**config.mk**
```make
export PLATFORM = sky130hd
export DESIGN_NAME = voice_allocator_flat
export DESIGN_NICKNAME = d
export VERILOG_FILES = /design/src/rtl/synth_pkg.sv /design/src/rtl/voice_allocator_if.sv /design/src/rtl/voice_age_tracker.sv /design/src/rtl/voice_allocator.sv /design/src/flat_wrapper.sv
export SDC_FILE = /design/constraint.sdc
export NUM_CORES = 1
export LEC_CHECK = 0
export BUFFER_PORTS_ARGS = -buffer_cell sky130_fd_sc_hd__buf_2
export CAP_MARGIN = 25
export CORE_ASPECT_RATIO = 0.75
export CORE_MARGIN = 2
export CORE_UTILIZATION = 65
export CTS_CLUSTER_SIZE = 10
export DETAILED_ROUTE_END_ITERATION = 10
export PLACE_DENSITY = 0.95
export SYNTH_ARGS = -nofsm -noshare
export SYNTH_HDL_FRONTEND = slang
export SYNTH_HIERARCHICAL = 1
export SYNTH_SLANG_ARGS = --single-unit
```
**constraint.sdc**
```tcl
create_clock -name clock -period 7.52 [get_ports clock]
set_input_delay 0.752 -clock clock [delete_from_list [all_inputs] [get_ports clock]]
set_output_delay 0.752 -clock clock [all_outputs]
set_load 0.02 [all_outputs]
```
**src/rtl/synth_pkg.sv**
```systemverilog
// Shared definitions for the synthesiser control path: MIDI status codes,
// event field offsets, note range defaults and allocator FSM/event types.
package synth_pkg;

  localparam logic [3:0] STATUS_NOTE_ON  = 4'h9;
  localparam logic [3:0] STATUS_NOTE_OFF = 4'h8;

  localparam int EV_STATUS_LSB  = 20;
  localparam int EV_CHANNEL_LSB = 16;
  localparam int EV_NOTE_LSB    = 8;
  localparam int EV_VEL_LSB     = 0;

  localparam int NOTE_MIN_DEFAULT = 21;
  localparam int NOTE_MAX_DEFAULT = 116;

  typedef enum logic [1:0] {
    ST_IDLE   = 2'd0,
    ST_SCAN   = 2'd1,
    ST_COMMIT = 2'd2
  } alloc_state_e;

  typedef enum logic [1:0] {
    EV_NONE = 2'd0,
    EV_ON   = 2'd1,
    EV_OFF  = 2'd2
  } ev_kind_e;

  typedef struct packed {
    ev_kind_e   kind;
    logic [3:0] channel;
    logic [7:0] note;
    logic [7:0] velocity;
  } alloc_event_t;

  // Out-of-range notes and unknown statuses still run a full scan but never write.
  function automatic ev_kind_e decode_kind(input logic [23:0] data,
                                           input logic [7:0]  nmin,
                                           input logic [7:0]  nmax);
    logic [3:0] status;
    logic [7:0] note;
    logic [7:0] vel;
    ev_kind_e   kind;
    status = data[EV_STATUS_LSB +: 4];
    note   = data[EV_NOTE_LSB +: 8];
    vel    = data[EV_VEL_LSB +: 8];
    if ((note < nmin) || (note > nmax)) begin
      kind = EV_NONE;
    end else if ((status == STATUS_NOTE_ON) && (vel != 8'd0)) begin
      kind = EV_ON;
    end else if ((status == STATUS_NOTE_OFF) || (status == STATUS_NOTE_ON)) begin
      kind = EV_OFF;
    end else begin
      kind = EV_NONE;
    end
    return kind;
  endfunction

endpackage

```
**src/rtl/voice_allocator_if.sv**
```systemverilog
// Event input and voice-bank write bus of the voice allocator.
// The master side is the MIDI event source, the slave side is the allocator.
interface voice_allocator_if #(
  parameter int NUM_VOICES = 8
);
  localparam int IDX_W = $clog2(NUM_VOICES);

  logic                  event_valid;
  logic [23:0]           event_data;
  logic                  event_ready;
  logic                  dropped;
  logic                  voice_we;
  logic [IDX_W-1:0]      voice_idx;
  logic                  voice_gate;
  logic [7:0]            voice_note;
  logic [3:0]            voice_channel;
  logic [7:0]            voice_velocity;
  logic                  voice_restart;
  logic                  stolen;
  logic [NUM_VOICES-1:0] active_mask;

  modport master (
    output event_valid, event_data,
    input  event_ready, dropped, voice_we, voice_idx, voice_gate, voice_note,
           voice_channel, voice_velocity, voice_restart, stolen, active_mask
  );

  modport slave (
    input  event_valid, event_data,
    output event_ready, dropped, voice_we, voice_idx, voice_gate, voice_note,
           voice_channel, voice_velocity, voice_restart, stolen, active_mask
  );

endinterface

```
**src/rtl/voice_age_tracker.sv**
```systemverilog
// Per-voice age ranks (0 = newest). Finds the oldest active voice while the
// table is scanned and re-ranks ages when a note-on is committed.
module voice_age_tracker #(
  parameter int NUM_VOICES = 8
) (
  input  logic                          clock,
  input  logic                          reset,
  input  logic [NUM_VOICES-1:0]         active_i,
  input  logic                          scan_en_i,
  input  logic [$clog2(NUM_VOICES)-1:0] scan_idx_i,
  input  logic                          update_i,
  input  logic [$clog2(NUM_VOICES)-1:0] chosen_idx_i,
  input  logic                          chosen_free_i,
  output logic [$clog2(NUM_VOICES)-1:0] oldest_idx_o
);
  localparam int IDX_W = $clog2(NUM_VOICES);
  localparam logic [IDX_W-1:0] AGE_MAX = IDX_W'(NUM_VOICES - 1);

  logic [IDX_W-1:0] age_q [NUM_VOICES];
  logic [IDX_W-1:0] age_d [NUM_VOICES];
  logic [IDX_W-1:0] best_idx_q, best_idx_d;
  logic [IDX_W-1:0] best_age_q, best_age_d;
  logic             best_found_q, best_found_d;
  logic             prev_found_s;
  logic [IDX_W-1:0] chosen_age_s;

  // Running max-age search; strict compare keeps the lowest index on ties.
  always_comb begin
    best_idx_d   = best_idx_q;
    best_age_d   = best_age_q;
    best_found_d = best_found_q;
    prev_found_s = best_found_q && (scan_idx_i != '0);
    if (scan_en_i) begin
      if (active_i[scan_idx_i] && (!prev_found_s || (age_q[scan_idx_i] > best_age_q))) begin
        best_idx_d   = scan_idx_i;
        best_age_d   = age_q[scan_idx_i];
        best_found_d = 1'b1;
      end else begin
        best_found_d = prev_found_s;
      end
    end else begin
      best_found_d = best_found_q;
    end
    oldest_idx_o = best_idx_d;
  end

  // Chosen voice becomes newest; younger active voices age by one (saturating).
  always_comb begin
    chosen_age_s = age_q[chosen_idx_i];
    for (int v = 0; v < NUM_VOICES; v++) begin
      age_d[v] = age_q[v];
      if (update_i) begin
        if (IDX_W'(v) == chosen_idx_i) begin
          age_d[v] = '0;
        end else if (active_i[v] && (chosen_free_i || (age_q[v] < chosen_age_s))
                     && (age_q[v] != AGE_MAX)) begin
          age_d[v] = age_q[v] + 1'b1;
        end else begin
          age_d[v] = age_q[v];
        end
      end else begin
        age_d[v] = age_q[v];
      end
    end
  end

  // Age table and scan accumulator registers.
  always_ff @(posedge clock) begin
    if (reset) begin
      for (int v = 0; v < NUM_VOICES; v++) begin
        age_q[v] <= '0;
      end
      best_idx_q   <= '0;
      best_age_q   <= '0;
      best_found_q <= 1'b0;
    end else begin
      age_q        <= age_d;
      best_idx_q   <= best_idx_d;
      best_age_q   <= best_age_d;
      best_found_q <= best_found_d;
    end
  end

endmodule

```
**src/rtl/voice_allocator.sv**
```systemverilog
// Voice scheduler: decodes MIDI events, scans the occupancy table one entry per
// cycle, and issues a single voice-bank write with fixed latency.
module voice_allocator
  import synth_pkg::*;
#(
  parameter int NUM_VOICES = 8,
  parameter int NOTE_MIN   = NOTE_MIN_DEFAULT,
  parameter int NOTE_MAX   = NOTE_MAX_DEFAULT
) (
  input  logic               clock,
  input  logic               reset,
  voice_allocator_if.slave   alloc_bus
);
  localparam int IDX_W = $clog2(NUM_VOICES);
  localparam logic [IDX_W-1:0] LAST_IDX = IDX_W'(NUM_VOICES - 1);

  alloc_state_e          state_q, state_d;
  logic [IDX_W-1:0]      scan_idx_q, scan_idx_d;
  alloc_event_t          ev_q, ev_d;

  logic [NUM_VOICES-1:0] active_q, active_d;
  logic [3:0]            chan_q [NUM_VOICES];
  logic [3:0]            chan_d [NUM_VOICES];
  logic [7:0]            note_q [NUM_VOICES];
  logic [7:0]            note_d [NUM_VOICES];

  logic                  match_found_q, match_found_d;
  logic [IDX_W-1:0]      match_idx_q, match_idx_d;
  logic                  free_found_q, free_found_d;
  logic [IDX_W-1:0]      free_idx_q, free_idx_d;

  logic                  voice_we_q, voice_we_d;
  logic [IDX_W-1:0]      voice_idx_q, voice_idx_d;
  logic                  commit_on_q, commit_on_d;
  logic                  commit_free_q, commit_free_d;
  logic                  voice_gate_q, voice_gate_d;
  logic [7:0]            voice_note_q, voice_note_d;
  logic [3:0]            voice_channel_q, voice_channel_d;
  logic [7:0]            voice_velocity_q, voice_velocity_d;
  logic                  voice_restart_q, voice_restart_d;
  logic                  stolen_q, stolen_d;
  logic                  dropped_q, dropped_d;

  logic                  accept_s, scan_s, scan_last_s, first_s, hit_s;
  logic                  match_prev_s, free_prev_s, age_update_s;
  logic [IDX_W-1:0]      oldest_idx_s;

  assign accept_s     = alloc_bus.event_valid && (state_q == ST_IDLE);
  assign scan_s       = (state_q == ST_SCAN);
  assign scan_last_s  = scan_s && (scan_idx_q == LAST_IDX);
  assign age_update_s = (state_q == ST_COMMIT) && voice_we_q && commit_on_q;

  voice_age_tracker #(.NUM_VOICES(NUM_VOICES)) u_age (
    .clock         (clock),
    .reset         (reset),
    .active_i      (active_q),
    .scan_en_i     (scan_s),
    .scan_idx_i    (scan_idx_q),
    .update_i      (age_update_s),
    .chosen_idx_i  (voice_idx_q),
    .chosen_free_i (commit_free_q),
    .oldest_idx_o  (oldest_idx_s)
  );

  // FSM state register.
  always_ff @(posedge clock) begin
    if (reset) begin
      state_q <= ST_IDLE;
    end else begin
      state_q <= state_d;
    end
  end

  // FSM next-state logic.
  always_comb begin
    state_d = state_q;
    case (state_q)
      ST_IDLE:   state_d = accept_s ? ST_SCAN : ST_IDLE;
      ST_SCAN:   state_d = (scan_idx_q == LAST_IDX) ? ST_COMMIT : ST_SCAN;
      ST_COMMIT: state_d = ST_IDLE;
      default:   state_d = ST_IDLE;
    endcase
  end

  // FSM/bus outputs; everything but event_ready comes straight from registers.
  always_comb begin
    alloc_bus.event_ready    = (state_q == ST_IDLE);
    alloc_bus.dropped        = dropped_q;
    alloc_bus.voice_we       = voice_we_q;
    alloc_bus.voice_idx      = voice_idx_q;
    alloc_bus.voice_gate     = voice_gate_q;
    alloc_bus.voice_note     = voice_note_q;
    alloc_bus.voice_channel  = voice_channel_q;
    alloc_bus.voice_velocity = voice_velocity_q;
    alloc_bus.voice_restart  = voice_restart_q;
    alloc_bus.stolen         = stolen_q;
    alloc_bus.active_mask    = active_q;
  end

  // Event capture, scan comparators and the one-shot voice decision.
  always_comb begin
    ev_d = ev_q;
    if (accept_s) begin
      ev_d.kind     = decode_kind(alloc_bus.event_data, 8'(NOTE_MIN), 8'(NOTE_MAX));
      ev_d.channel  = alloc_bus.event_data[EV_CHANNEL_LSB +: 4];
      ev_d.note     = alloc_bus.event_data[EV_NOTE_LSB +: 8];
      ev_d.velocity = alloc_bus.event_data[EV_VEL_LSB +: 8];
    end else begin
      ev_d = ev_q;
    end

    scan_idx_d   = scan_s ? (scan_idx_q + 1'b1) : '0;
    first_s      = (scan_idx_q == '0);
    hit_s        = active_q[scan_idx_q] && (chan_q[scan_idx_q] == ev_q.channel)
                   && (note_q[scan_idx_q] == ev_q.note);
    match_prev_s = match_found_q && !first_s;
    free_prev_s  = free_found_q && !first_s;
    if (scan_s) begin
      match_found_d = match_prev_s || hit_s;
      match_idx_d   = (!match_prev_s && hit_s) ? scan_idx_q : match_idx_q;
      free_found_d  = free_prev_s || !active_q[scan_idx_q];
      free_idx_d    = (!free_prev_s && !active_q[scan_idx_q]) ? scan_idx_q : free_idx_q;
    end else begin
      match_found_d = match_found_q;
      match_idx_d   = match_idx_q;
      free_found_d  = free_found_q;
      free_idx_d    = free_idx_q;
    end

    voice_we_d       = 1'b0;
    voice_idx_d      = voice_idx_q;
    commit_on_d      = 1'b0;
    commit_free_d    = 1'b0;
    stolen_d         = 1'b0;
    voice_gate_d     = voice_gate_q;
    voice_note_d     = voice_note_q;
    voice_channel_d  = voice_channel_q;
    voice_velocity_d = voice_velocity_q;
    voice_restart_d  = voice_restart_q;
    if (scan_last_s) begin
      case (ev_q.kind)
        EV_ON: begin
          voice_we_d       = 1'b1;
          commit_on_d      = 1'b1;
          voice_gate_d     = 1'b1;
          voice_restart_d  = 1'b1;
          voice_note_d     = ev_q.note;
          voice_channel_d  = ev_q.channel;
          voice_velocity_d = ev_q.velocity;
          if (match_found_d) begin
            voice_idx_d = match_idx_d;
          end else if (free_found_d) begin
            voice_idx_d   = free_idx_d;
            commit_free_d = 1'b1;
          end else begin
            voice_idx_d = oldest_idx_s;
            stolen_d    = 1'b1;
          end
        end
        EV_OFF: begin
          if (match_found_d) begin
            voice_we_d       = 1'b1;
            voice_idx_d      = match_idx_d;
            voice_gate_d     = 1'b0;
            voice_restart_d  = 1'b0;
            voice_note_d     = ev_q.note;
            voice_channel_d  = ev_q.channel;
            voice_velocity_d = 8'd0;
          end else begin
            voice_we_d = 1'b0;
          end
        end
        default: voice_we_d = 1'b0;
      endcase
    end else begin
      voice_we_d = 1'b0;
    end

    // Only flag drops that land while still busy, so the pulse never shows in IDLE.
    dropped_d = alloc_bus.event_valid && scan_s;
  end

  // Occupancy table changes only in COMMIT, using the decision latched at scan end.
  always_comb begin
    active_d = active_q;
    chan_d   = chan_q;
    note_d   = note_q;
    if ((state_q == ST_COMMIT) && voice_we_q) begin
      if (commit_on_q) begin
        active_d[voice_idx_q] = 1'b1;
        chan_d[voice_idx_q]   = ev_q.channel;
        note_d[voice_idx_q]   = ev_q.note;
      end else begin
        active_d[voice_idx_q] = 1'b0;
      end
    end else begin
      active_d = active_q;
    end
  end

  // Datapath, table and output registers.
  always_ff @(posedge clock) begin
    if (reset) begin
      scan_idx_q       <= '0;
      ev_q             <= '0;
      active_q         <= '0;
      for (int v = 0; v < NUM_VOICES; v++) begin
        chan_q[v] <= 4'd0;
        note_q[v] <= 8'd0;
      end
      match_found_q    <= 1'b0;
      match_idx_q      <= '0;
      free_found_q     <= 1'b0;
      free_idx_q       <= '0;
      voice_we_q       <= 1'b0;
      voice_idx_q      <= '0;
      commit_on_q      <= 1'b0;
      commit_free_q    <= 1'b0;
      voice_gate_q     <= 1'b0;
      voice_note_q     <= 8'd0;
      voice_channel_q  <= 4'd0;
      voice_velocity_q <= 8'd0;
      voice_restart_q  <= 1'b0;
      stolen_q         <= 1'b0;
      dropped_q        <= 1'b0;
    end else begin
      scan_idx_q       <= scan_idx_d;
      ev_q             <= ev_d;
      active_q         <= active_d;
      chan_q           <= chan_d;
      note_q           <= note_d;
      match_found_q    <= match_found_d;
      match_idx_q      <= match_idx_d;
      free_found_q     <= free_found_d;
      free_idx_q       <= free_idx_d;
      voice_we_q       <= voice_we_d;
      voice_idx_q      <= voice_idx_d;
      commit_on_q      <= commit_on_d;
      commit_free_q    <= commit_free_d;
      voice_gate_q     <= voice_gate_d;
      voice_note_q     <= voice_note_d;
      voice_channel_q  <= voice_channel_d;
      voice_velocity_q <= voice_velocity_d;
      voice_restart_q  <= voice_restart_d;
      stolen_q         <= stolen_d;
      dropped_q        <= dropped_d;
    end
  end

endmodule

```
**src/flat_wrapper.sv**
```systemverilog
// flat-port wrapper written by rule: the top's interface ports become plain ports
module voice_allocator_flat import synth_pkg::*;
#(
  parameter int NUM_VOICES = 8,
  parameter int NOTE_MIN   = NOTE_MIN_DEFAULT,
  parameter int NOTE_MAX   = NOTE_MAX_DEFAULT
)
  (clock, reset, alloc_bus_event_valid, alloc_bus_event_data, alloc_bus_event_ready, alloc_bus_dropped, alloc_bus_voice_we, alloc_bus_voice_idx, alloc_bus_voice_gate, alloc_bus_voice_note, alloc_bus_voice_channel, alloc_bus_voice_velocity, alloc_bus_voice_restart, alloc_bus_stolen, alloc_bus_active_mask);
  voice_allocator_if #(.NUM_VOICES(NUM_VOICES)) alloc_bus_i ();
  input  logic clock;
  input  logic reset;
  input wire logic [$bits(alloc_bus_i.event_valid)-1:0] alloc_bus_event_valid;
  input wire logic [$bits(alloc_bus_i.event_data)-1:0] alloc_bus_event_data;
  output wire logic [$bits(alloc_bus_i.event_ready)-1:0] alloc_bus_event_ready;
  output wire logic [$bits(alloc_bus_i.dropped)-1:0] alloc_bus_dropped;
  output wire logic [$bits(alloc_bus_i.voice_we)-1:0] alloc_bus_voice_we;
  output wire logic [$bits(alloc_bus_i.voice_idx)-1:0] alloc_bus_voice_idx;
  output wire logic [$bits(alloc_bus_i.voice_gate)-1:0] alloc_bus_voice_gate;
  output wire logic [$bits(alloc_bus_i.voice_note)-1:0] alloc_bus_voice_note;
  output wire logic [$bits(alloc_bus_i.voice_channel)-1:0] alloc_bus_voice_channel;
  output wire logic [$bits(alloc_bus_i.voice_velocity)-1:0] alloc_bus_voice_velocity;
  output wire logic [$bits(alloc_bus_i.voice_restart)-1:0] alloc_bus_voice_restart;
  output wire logic [$bits(alloc_bus_i.stolen)-1:0] alloc_bus_stolen;
  output wire logic [$bits(alloc_bus_i.active_mask)-1:0] alloc_bus_active_mask;
  assign alloc_bus_i.event_valid = alloc_bus_event_valid;
  assign alloc_bus_i.event_data = alloc_bus_event_data;
  assign alloc_bus_event_ready = alloc_bus_i.event_ready;
  assign alloc_bus_dropped = alloc_bus_i.dropped;
  assign alloc_bus_voice_we = alloc_bus_i.voice_we;
  assign alloc_bus_voice_idx = alloc_bus_i.voice_idx;
  assign alloc_bus_voice_gate = alloc_bus_i.voice_gate;
  assign alloc_bus_voice_note = alloc_bus_i.voice_note;
  assign alloc_bus_voice_channel = alloc_bus_i.voice_channel;
  assign alloc_bus_voice_velocity = alloc_bus_i.voice_velocity;
  assign alloc_bus_voice_restart = alloc_bus_i.voice_restart;
  assign alloc_bus_stolen = alloc_bus_i.stolen;
  assign alloc_bus_active_mask = alloc_bus_i.active_mask;
  voice_allocator #(.NUM_VOICES(NUM_VOICES), .NOTE_MIN(NOTE_MIN), .NOTE_MAX(NOTE_MAX)) u_core (.clock(clock), .reset(reset), .alloc_bus(alloc_bus_i));
endmodule
```
==> out/results.tsv, run 1 <==
metric	value	unit
status	finished, final reports clean	
cts_resized	0	
synth_edf_count	0	
setup_slack	3450	ps
end_kind	flip-flop	
vdd_drop_max	0.000165	V
synth_area_per_cell	8.78	um2
finalMaxSlewViolations	0	
synth_xor_area_frac	0.00440	
synth_seq_cells	199	
critPathKind	reg2reg	
num-fill-cells	1022	
fmaxAchievable	245	MHz
place_congestion	0.926	
finalHoldViolations	0	
finalSetupViolations	0	
syn_inst	1135	
ys_seq_area_frac	0.400	
rsz0062_at_grt	no	
hpwl	17.6	mm
num_rows	39	
crit_chain	buf_16 > mux4_1 > mux2_2 > ha_1 > nor2b_1 > o21a_1 > o21ai_0 > a31oi_4 > mux2_4 > nor2_1 > a211o_1 > a311oi_1	
dieWidth	147	um
power_density	191	mW/mm2
postSynth.asyncResetShare	0	
port_buffers	63	
layout.nets	1218	
floorplan.die.height	111	um
cp.arrival	4410	ps
drive_gt1_frac	0.135	
crit_required	7860	ps
synth_compound_area_frac	0.171	
grt_overflow	0	
grt_pass1_vias	8562	
synthMuxAreaShare	0.152	
drt_iter0_drc	1407	
fp.dieArea	0.0163	mm2
dp_slack	3390	ps
clk_path_buf_depth	2	
seq_area	0.00399	mm2
area_growth	9.47	%
hold_class	reg2reg	
multi_input_comb_area	0.00557	mm2
skew	14.4	ps
synth_ff_type	dfxtp_1	
vias	9098	
slew_headroom	0.275	
final_antenna_net_count	0	
syn_nets	1202	
pin_count	64	
cap_violations	0	
drc	0	
yosys.area_share.simple	0.180	
ys_types	71	
insertion_delay	440	ps
wl_per_cell	20.4	um
antenna_found_initial	0	
root_buffer	clkbuf_16	
antenna-diode-count	0	
critPathMaxStageDelay	710	ps
start_util	0.659	
core_region_area	0.0151	mm2
dpl_cell_area	0.0103	mm2
setup_tns	0	ps
grt_pass1_wl	43.4	mm
synth_top_family_by_area	simple AND/OR/NAND/NOR gates	
cts_hold_buf	0	
fin_util	0.721	
crit_family	compound AO/OA/AOI/OAI gates	
cp_num_buf_inv	1	
grt_max_degree	96	
firstDrtPassIters	7	
total_power	2090	uW
synth_fa_ha_area_frac	0.0502	
cts_tree	built	
slowest_stage	dfxtp_2	
design_area	0.0109	mm2
min_period_over_period	0.542	
cts.clk_slew.worst_paths	70	ps
grt_usage	0.334	
yosys_warnings	6	
numCtsBuffers	17	
worst_setup_path_start_kind	flip-flop	
wl	27.9	mm
cts_sinks	199	
cp_max_fo	24	
cts-htree-levels	4	
routed_via_density	6.65	
worst_slew_pin_slew	1080	ps
leakagePower	0.00427	uW
post_cts_buffers	0	
fin_crit	4070	ps
synthesis.area	0.00996	mm2
## tightest hold or removal path, cell delays in order, from the launching register on
cell	delay, ps
dfxtp_1	310
nand2_1	50
a21oi_1	50
## cells in the mapped netlist, types with 8 or more instances
cell type | count | share of area
o21ai_1 | 28 | 0.014
o21ai_0 | 24 | 0.012
and2_1 | 8 | 0.0050
ha_1 | 40 | 0.050
nand2_1 | 243 | 0.092
nand2b_1 | 10 | 0.0063
nor2_1 | 60 | 0.023
nor2b_1 | 12 | 0.0075
nand3_1 | 19 | 0.0095
a22oi_1 | 9 | 0.0068
mux2i_1 | 77 | 0.077
mux4_2 | 19 | 0.043
dfxtp_1 | 199 | 0.40
inv_1 | 18 | 0.0068
clkbuf_1 | 61 | 0.023
a21oi_1 | 150 | 0.075
a32o_1 | 8 | 0.0080
## placed cells by master, fill, tap and decap left out, types with 6 or more instances in the layout
cell,instances
buf_2,62
a21oi_1,150
ha_1,40
and2_1,8
a32o_1,8
clkbuf_16,17
mux4_2,19
o21ai_0,24
a22oi_1,9
nor2b_1,12
nand3_1,19
buf_4,10
a211o_1,7
nor2_1,60
dfxtp_1,197
a22o_1,6
a211oi_1,6
mux4_1,7
nor3b_1,6
nand2b_1,10
mux2i_1,77
o21ai_1,28
inv_1,18
nand2_1,243
## power breakdown
part           switching [uW]  internal, uW  leakage (uW)  total (uW)
sequential               21.3          1060       0.00161        1080
clock                     431           475      0.000278         906
combinational            67.4          32.3       0.00238        99.8
## kinds of logic after synthesis
kind of cell,count (synthesis)
simple gates,400
compound gates,280
flops,199
mux,112
buf+inv,99
fa+ha+maj,40
xor+xnor,5
## per-layer routing
| layer | global-route usage | vias up | routed length, um |
|---|---|---|---|
| li1 | - | 4042 | - |
| met1 | 0.434 | 4261 | 10500 |
| met2 | 0.516 | 667 | 12500 |
| met3 | 0.0967 | 128 | 3810 |
| met4 | 0.157 | 0 | 1080 |
| met5 | 0 | - | 0 |
## worst paths after layout
| check | start | to | slack [ps] | cells after the start |
|---|---|---|---|---|
| min reg2reg | u_core/chan_q[7]$_SDFFE_PP0P_ | u_core/chan_q[7]$_SDFFE_PP0P_ | 450 | 2 |
| max | u_core/scan_idx_q[1]$_SDFF_PP0_ | u_core/alloc_bus.voice_idx[2]$_SDFFE_PP0P_ | 3450 | 12 |
| max reg2reg | u_core/scan_idx_q[1]$_SDFF_PP0_ | u_core/alloc_bus.voice_idx[2]$_SDFFE_PP0P_ | 3450 | 12 |
| min | u_core/chan_q[7]$_SDFFE_PP0P_ | u_core/chan_q[7]$_SDFFE_PP0P_ | 450 | 2 |
## stage by stage
stage | instances | hold slack [ps]
6_report | 1369 | 453
5_1_grt | 1369 | 470
4_1_cts | 1367 | 456
3_5_place_dp | 1335 | 445
3_3_place_gp | 1333 | 439
2_1_floorplan | 1135 | 433
## sequential cells by signal (all words and copies together), names as in the netlist, 2 cells and up, named ones only
name	count
u_core/match_idx_q	3
u_core/scan_idx_q	3
u_core/u_age/age_q	24
u_core/alloc_bus.voice_velocity	8
u_core/ev_q	22
u_core/alloc_bus.voice_idx	3
u_core/state_q	2
u_core/note_q	64
u_core/u_age/best_idx_q	3
u_core/free_idx_q	3
u_core/alloc_bus.voice_channel	4
u_core/chan_q	32
u_core/alloc_bus.voice_note	8
u_core/u_age/best_age_q	3
## cell type report
| cell class | count | area share |
|---|---|---|
| Clock buffer | 18 | 0.0403 |
| Tap cell | 205 | 0.0235 |
| Inverter | 20 | 0.00688 |
| Sequential cell | 199 | 0.365 |
| Timing Repair Buffer | 76 | 0.0410 |
| Multi-Input combinational cell | 837 | 0.510 |
| Clock inverter | 14 | 0.0126 |
Note: power is estimated with default switching activity, not from simulation.
==> inputs of run 2 (changes only) <==
Settings changed: ABC_AREA from default to 1, CORE_UTILIZATION 65 to 61, PLACE_DENSITY 0.95 to 0.91.
Clock period 7.52 ns to 4.1 ns, I/O delays scaled along.
==> run 2 against run 1 <==
- wire length increased by 2.4%
- final area increased by 2.4%
- critical path depth increased by 3
- synthesized area increased by 2.9%
- combinational power increased to 3.7 times the previous value
- flip-flop and latch count unchanged
- first-iteration DRC count increased by 10%
- clock power increased by 98%
- sequential power increased by 85%
- critical path type unchanged
- highest routed layer unchanged
==> out/results.tsv, run 2 <==
metric	value	unit	change
drc	0		unchanged
dp.cells	1740		was 1,335
drt_iter0_drc	1554		was 1,407
final_cell_mix	nand2_1, dfxtp_1, a21oi_1, inv_1, nand3_1		was nand2_1, dfxtp_1, a21oi_1, mux2i_1, buf_2
clk_path_buf_depth	2		unchanged
cp_num_buf_inv	1		unchanged
cts_resized	0		unchanged
yosys-top-cells-area	dfxtp_1, nand2_1, a21oi_1		was dfxtp_1, nand2_1, mux2i_1
pin_count	64		unchanged
layout.nets	1612		was 1,218
cap_violations	0		unchanged
vias	10500		was 9,098
worst_slew_pin_slew	940	ps	was 1080 ps
hold_class	in2reg		was reg2reg
yosys_warnings	6		unchanged
finalMaxSlewViolations	0		unchanged
port_buffers	63		unchanged
vdd_drop_max	0.000239	V	was 0.000165 V
fp.dieArea	0.0179	mm2	was 0.0163 mm2
num-fill-cells	1380		was 1,022
floorplan.die.height	116	um	was 111 um
ys_types	38		was 71
critPathMaxStageDelay	650	ps	was 710 ps
post_cts_buffers	0		unchanged
synth_ff_type	dfxtp_1		unchanged
wl	28.6	mm	was 27.9 mm
synth_seq_cells	199		unchanged
cp.arrival	3920	ps	was 4410 ps
crit_required	4430	ps	was 7860 ps
setup_tns	0	ps	unchanged
finalSetupViolations	0		unchanged
cts.clk_slew.worst_paths	80	ps	was 70 ps
antenna-diode-count	0		unchanged
leakagePower	0.00485	uW	was 0.00427 uW
regMostFlops	u_core/note_q		unchanged
start_util	0.617		was 0.659
wl_per_cell	16.1	um	was 20.4 um
antenna_found_initial	0		unchanged
largest_reg_flops	64		unchanged
postSynth.asyncResetShare	0		unchanged
fin_cells	1773		was 1,369
synth_edf_count	0		unchanged
fmaxAchievable	279	MHz	was 245 MHz
crit_chain	buf_4 > nand2_1 > nand3_1 > nand3_1 > nand3_1 > nand2_1 > nor2_1 > nand2_1 > nor2_1 > nand2_1 > nand2_2 > nand4_4 > nand2_4 > nand3_1 > nor2b_1		was buf_16 > mux4_1 > mux2_2 > ha_1 > nor2b_1 > o21a_1 > o21ai_0 > a31oi_4 > mux2_4 > nor2_1 > a211o_1 > a311oi_1
synth_top_area_share	0.388		was 0.400
cts_tree	built		unchanged
insertion_delay	430	ps	was 440 ps
rsz0062_at_grt	no		unchanged
fin_crit	3590	ps	was 4070 ps
slew_headroom	0.372		was 0.275
root_buffer	clkbuf_16		unchanged
synthesis.area	0.0103	mm2	was 0.00996 mm2
syn_nets	1601		was 1,202
finalHoldViolations	0		unchanged
area_growth	8.88	%	was 9.47%
drive_gt1_frac	0.0899		was 0.135
dieWidth	154	um	was 147 um
cts-htree-levels	4		unchanged
layout_commonest_cell	nand2_1		unchanged
grt_pass1_vias	9393		was 8,562
grt_overflow	0		unchanged
power_density	373	mW/mm2	was 191 mW/mm2
yosysMostFrequentCell	nand2_1		unchanged
critPathKind	reg2reg		unchanged
ys_seq_area_frac	0.388		was 0.400
skew	11.9	ps	was 14.4 ps
firstDrtPassIters	8		was 7
min_period_over_period	0.875		was 0.542
worst_setup_path_start_kind	flip-flop		unchanged
end_kind	flip-flop		unchanged
final_antenna_net_count	0		unchanged
place_congestion	0.947		was 0.926
status	finished, final reports clean		unchanged
total_power	4160	uW	was 2090 uW
cp_max_fo	69		was 24
cts_hold_buf	0		unchanged
ys_top_cells_by_count	nand2_1, dfxtp_1, a21oi_1		unchanged
synth_area_per_cell	6.69	um2	was 8.78 um2
grt_max_degree	70		was 96
numCtsBuffers	17		unchanged
routed_via_density	5.92		was 6.65
yosys.area.top_type	dfxtp_1		unchanged
reg_top3	u_core/note_q x64, u_core/chan_q x32, u_core/u_age/age_q x24		unchanged
num_rows	41		was 39
crit_family	simple AND/OR/NAND/NOR gates		was compound AO/OA/AOI/OAI gates
grt_usage	0.314		was 0.334
reg2reg_setup_slack	510	ps	was 3450 ps
slowest_stage	buf_4		was dfxtp_2
grt_pass1_wl	45.5	mm	was 43.4 mm
hpwl	18.4	mm	was 17.6 mm
fin_util	0.672		was 0.721
core_region_area	0.0166	mm2	was 0.0151 mm2
cts_sinks	199		unchanged
syn_inst	1534		was 1,135
## run 2: where the power goes
part           internal, uW  total [uW]  leakage, uW  switching (uW)
registers              1960        2000      0.00161            45.9
clock network           961        1790     0.000314             833
logic                   114         368      0.00293             254
## run 2: final timing paths
path | startpoint | to | depth (start not counted)
setup reg to reg | u_core/scan_idx_q[0]$_SDFF_PP0_ | u_core/alloc_bus.voice_idx[1]$_SDFFE_PP0P_ | 15
hold / removal | alloc_bus_event_valid | u_core/alloc_bus.dropped$_SDFF_PP0_ | 3
hold reg to reg | u_core/note_q[56]$_SDFFE_PP0P_ | u_core/note_q[56]$_SDFFE_PP0P_ | 2
setup / recovery | u_core/scan_idx_q[0]$_SDFF_PP0_ | u_core/alloc_bus.voice_idx[1]$_SDFFE_PP0P_ | 15
## run 2: layout make-up
| type | instances | area (um2) | area share |
|---|---|---|---|
| inverters | 169 | 637 | 0.0570 |
| multi-input cells | 1082 | 5200 | 0.466 |
| clock buffers | 18 | 439 | 0.0393 |
| repair buffers | 76 | 433 | 0.0388 |
| well taps | 215 | 269 | 0.0241 |
| flip-flops and latches | 199 | 3990 | 0.357 |
| clock inverters | 14 | 201 | 0.0180 |
## run 2: metal layers
metal / vias up / global-route usage / routed length [um]
met3: 93 / 0.0686 / 3400
met4: 0 / 0.110 / 722
li1: 5008 / - / -
met5: - / 0 / 0
met2: 652 / 0.496 / 12700
met1: 4744 / 0.429 / 11800
## run 2: through the flow
stage | setup slack (ps) | area, um2 | hold WS [ps]
after CTS | 693 | 11100 | 230
after floorplan | 1410 | 10300 | 424
final | 514 | 11200 | 245
after global placement | 984 | 10500 | 435
after detailed placement | 857 | 10500 | 444
after global routing | 258 | 11200 | 224
## run 2: cell families (layout without fill, tap and decap cells)
kind of cell    after synthesis  in the layout  share of synthesized area
compound gates              353            353                      0.177
buf+inv                     253            277                      0.104
fa+ha+maj                    40             40                     0.0488
flops                       199            199                      0.388
simple gates                689            689                      0.282
## run 2: worst register-to-register path: stages, from the launching register on
cell	delay, ps
dfxtp_2	520
buf_4	650
nand2_1	160
nand3_1	110
nand3_1	150
nand3_1	160
nand2_1	60
nor2_1	140
nand2_1	120
nor2_1	270
nand2_1	160
nand2_2	120
nand4_4	310
nand2_4	310
nand3_1	100
nor2b_1	140
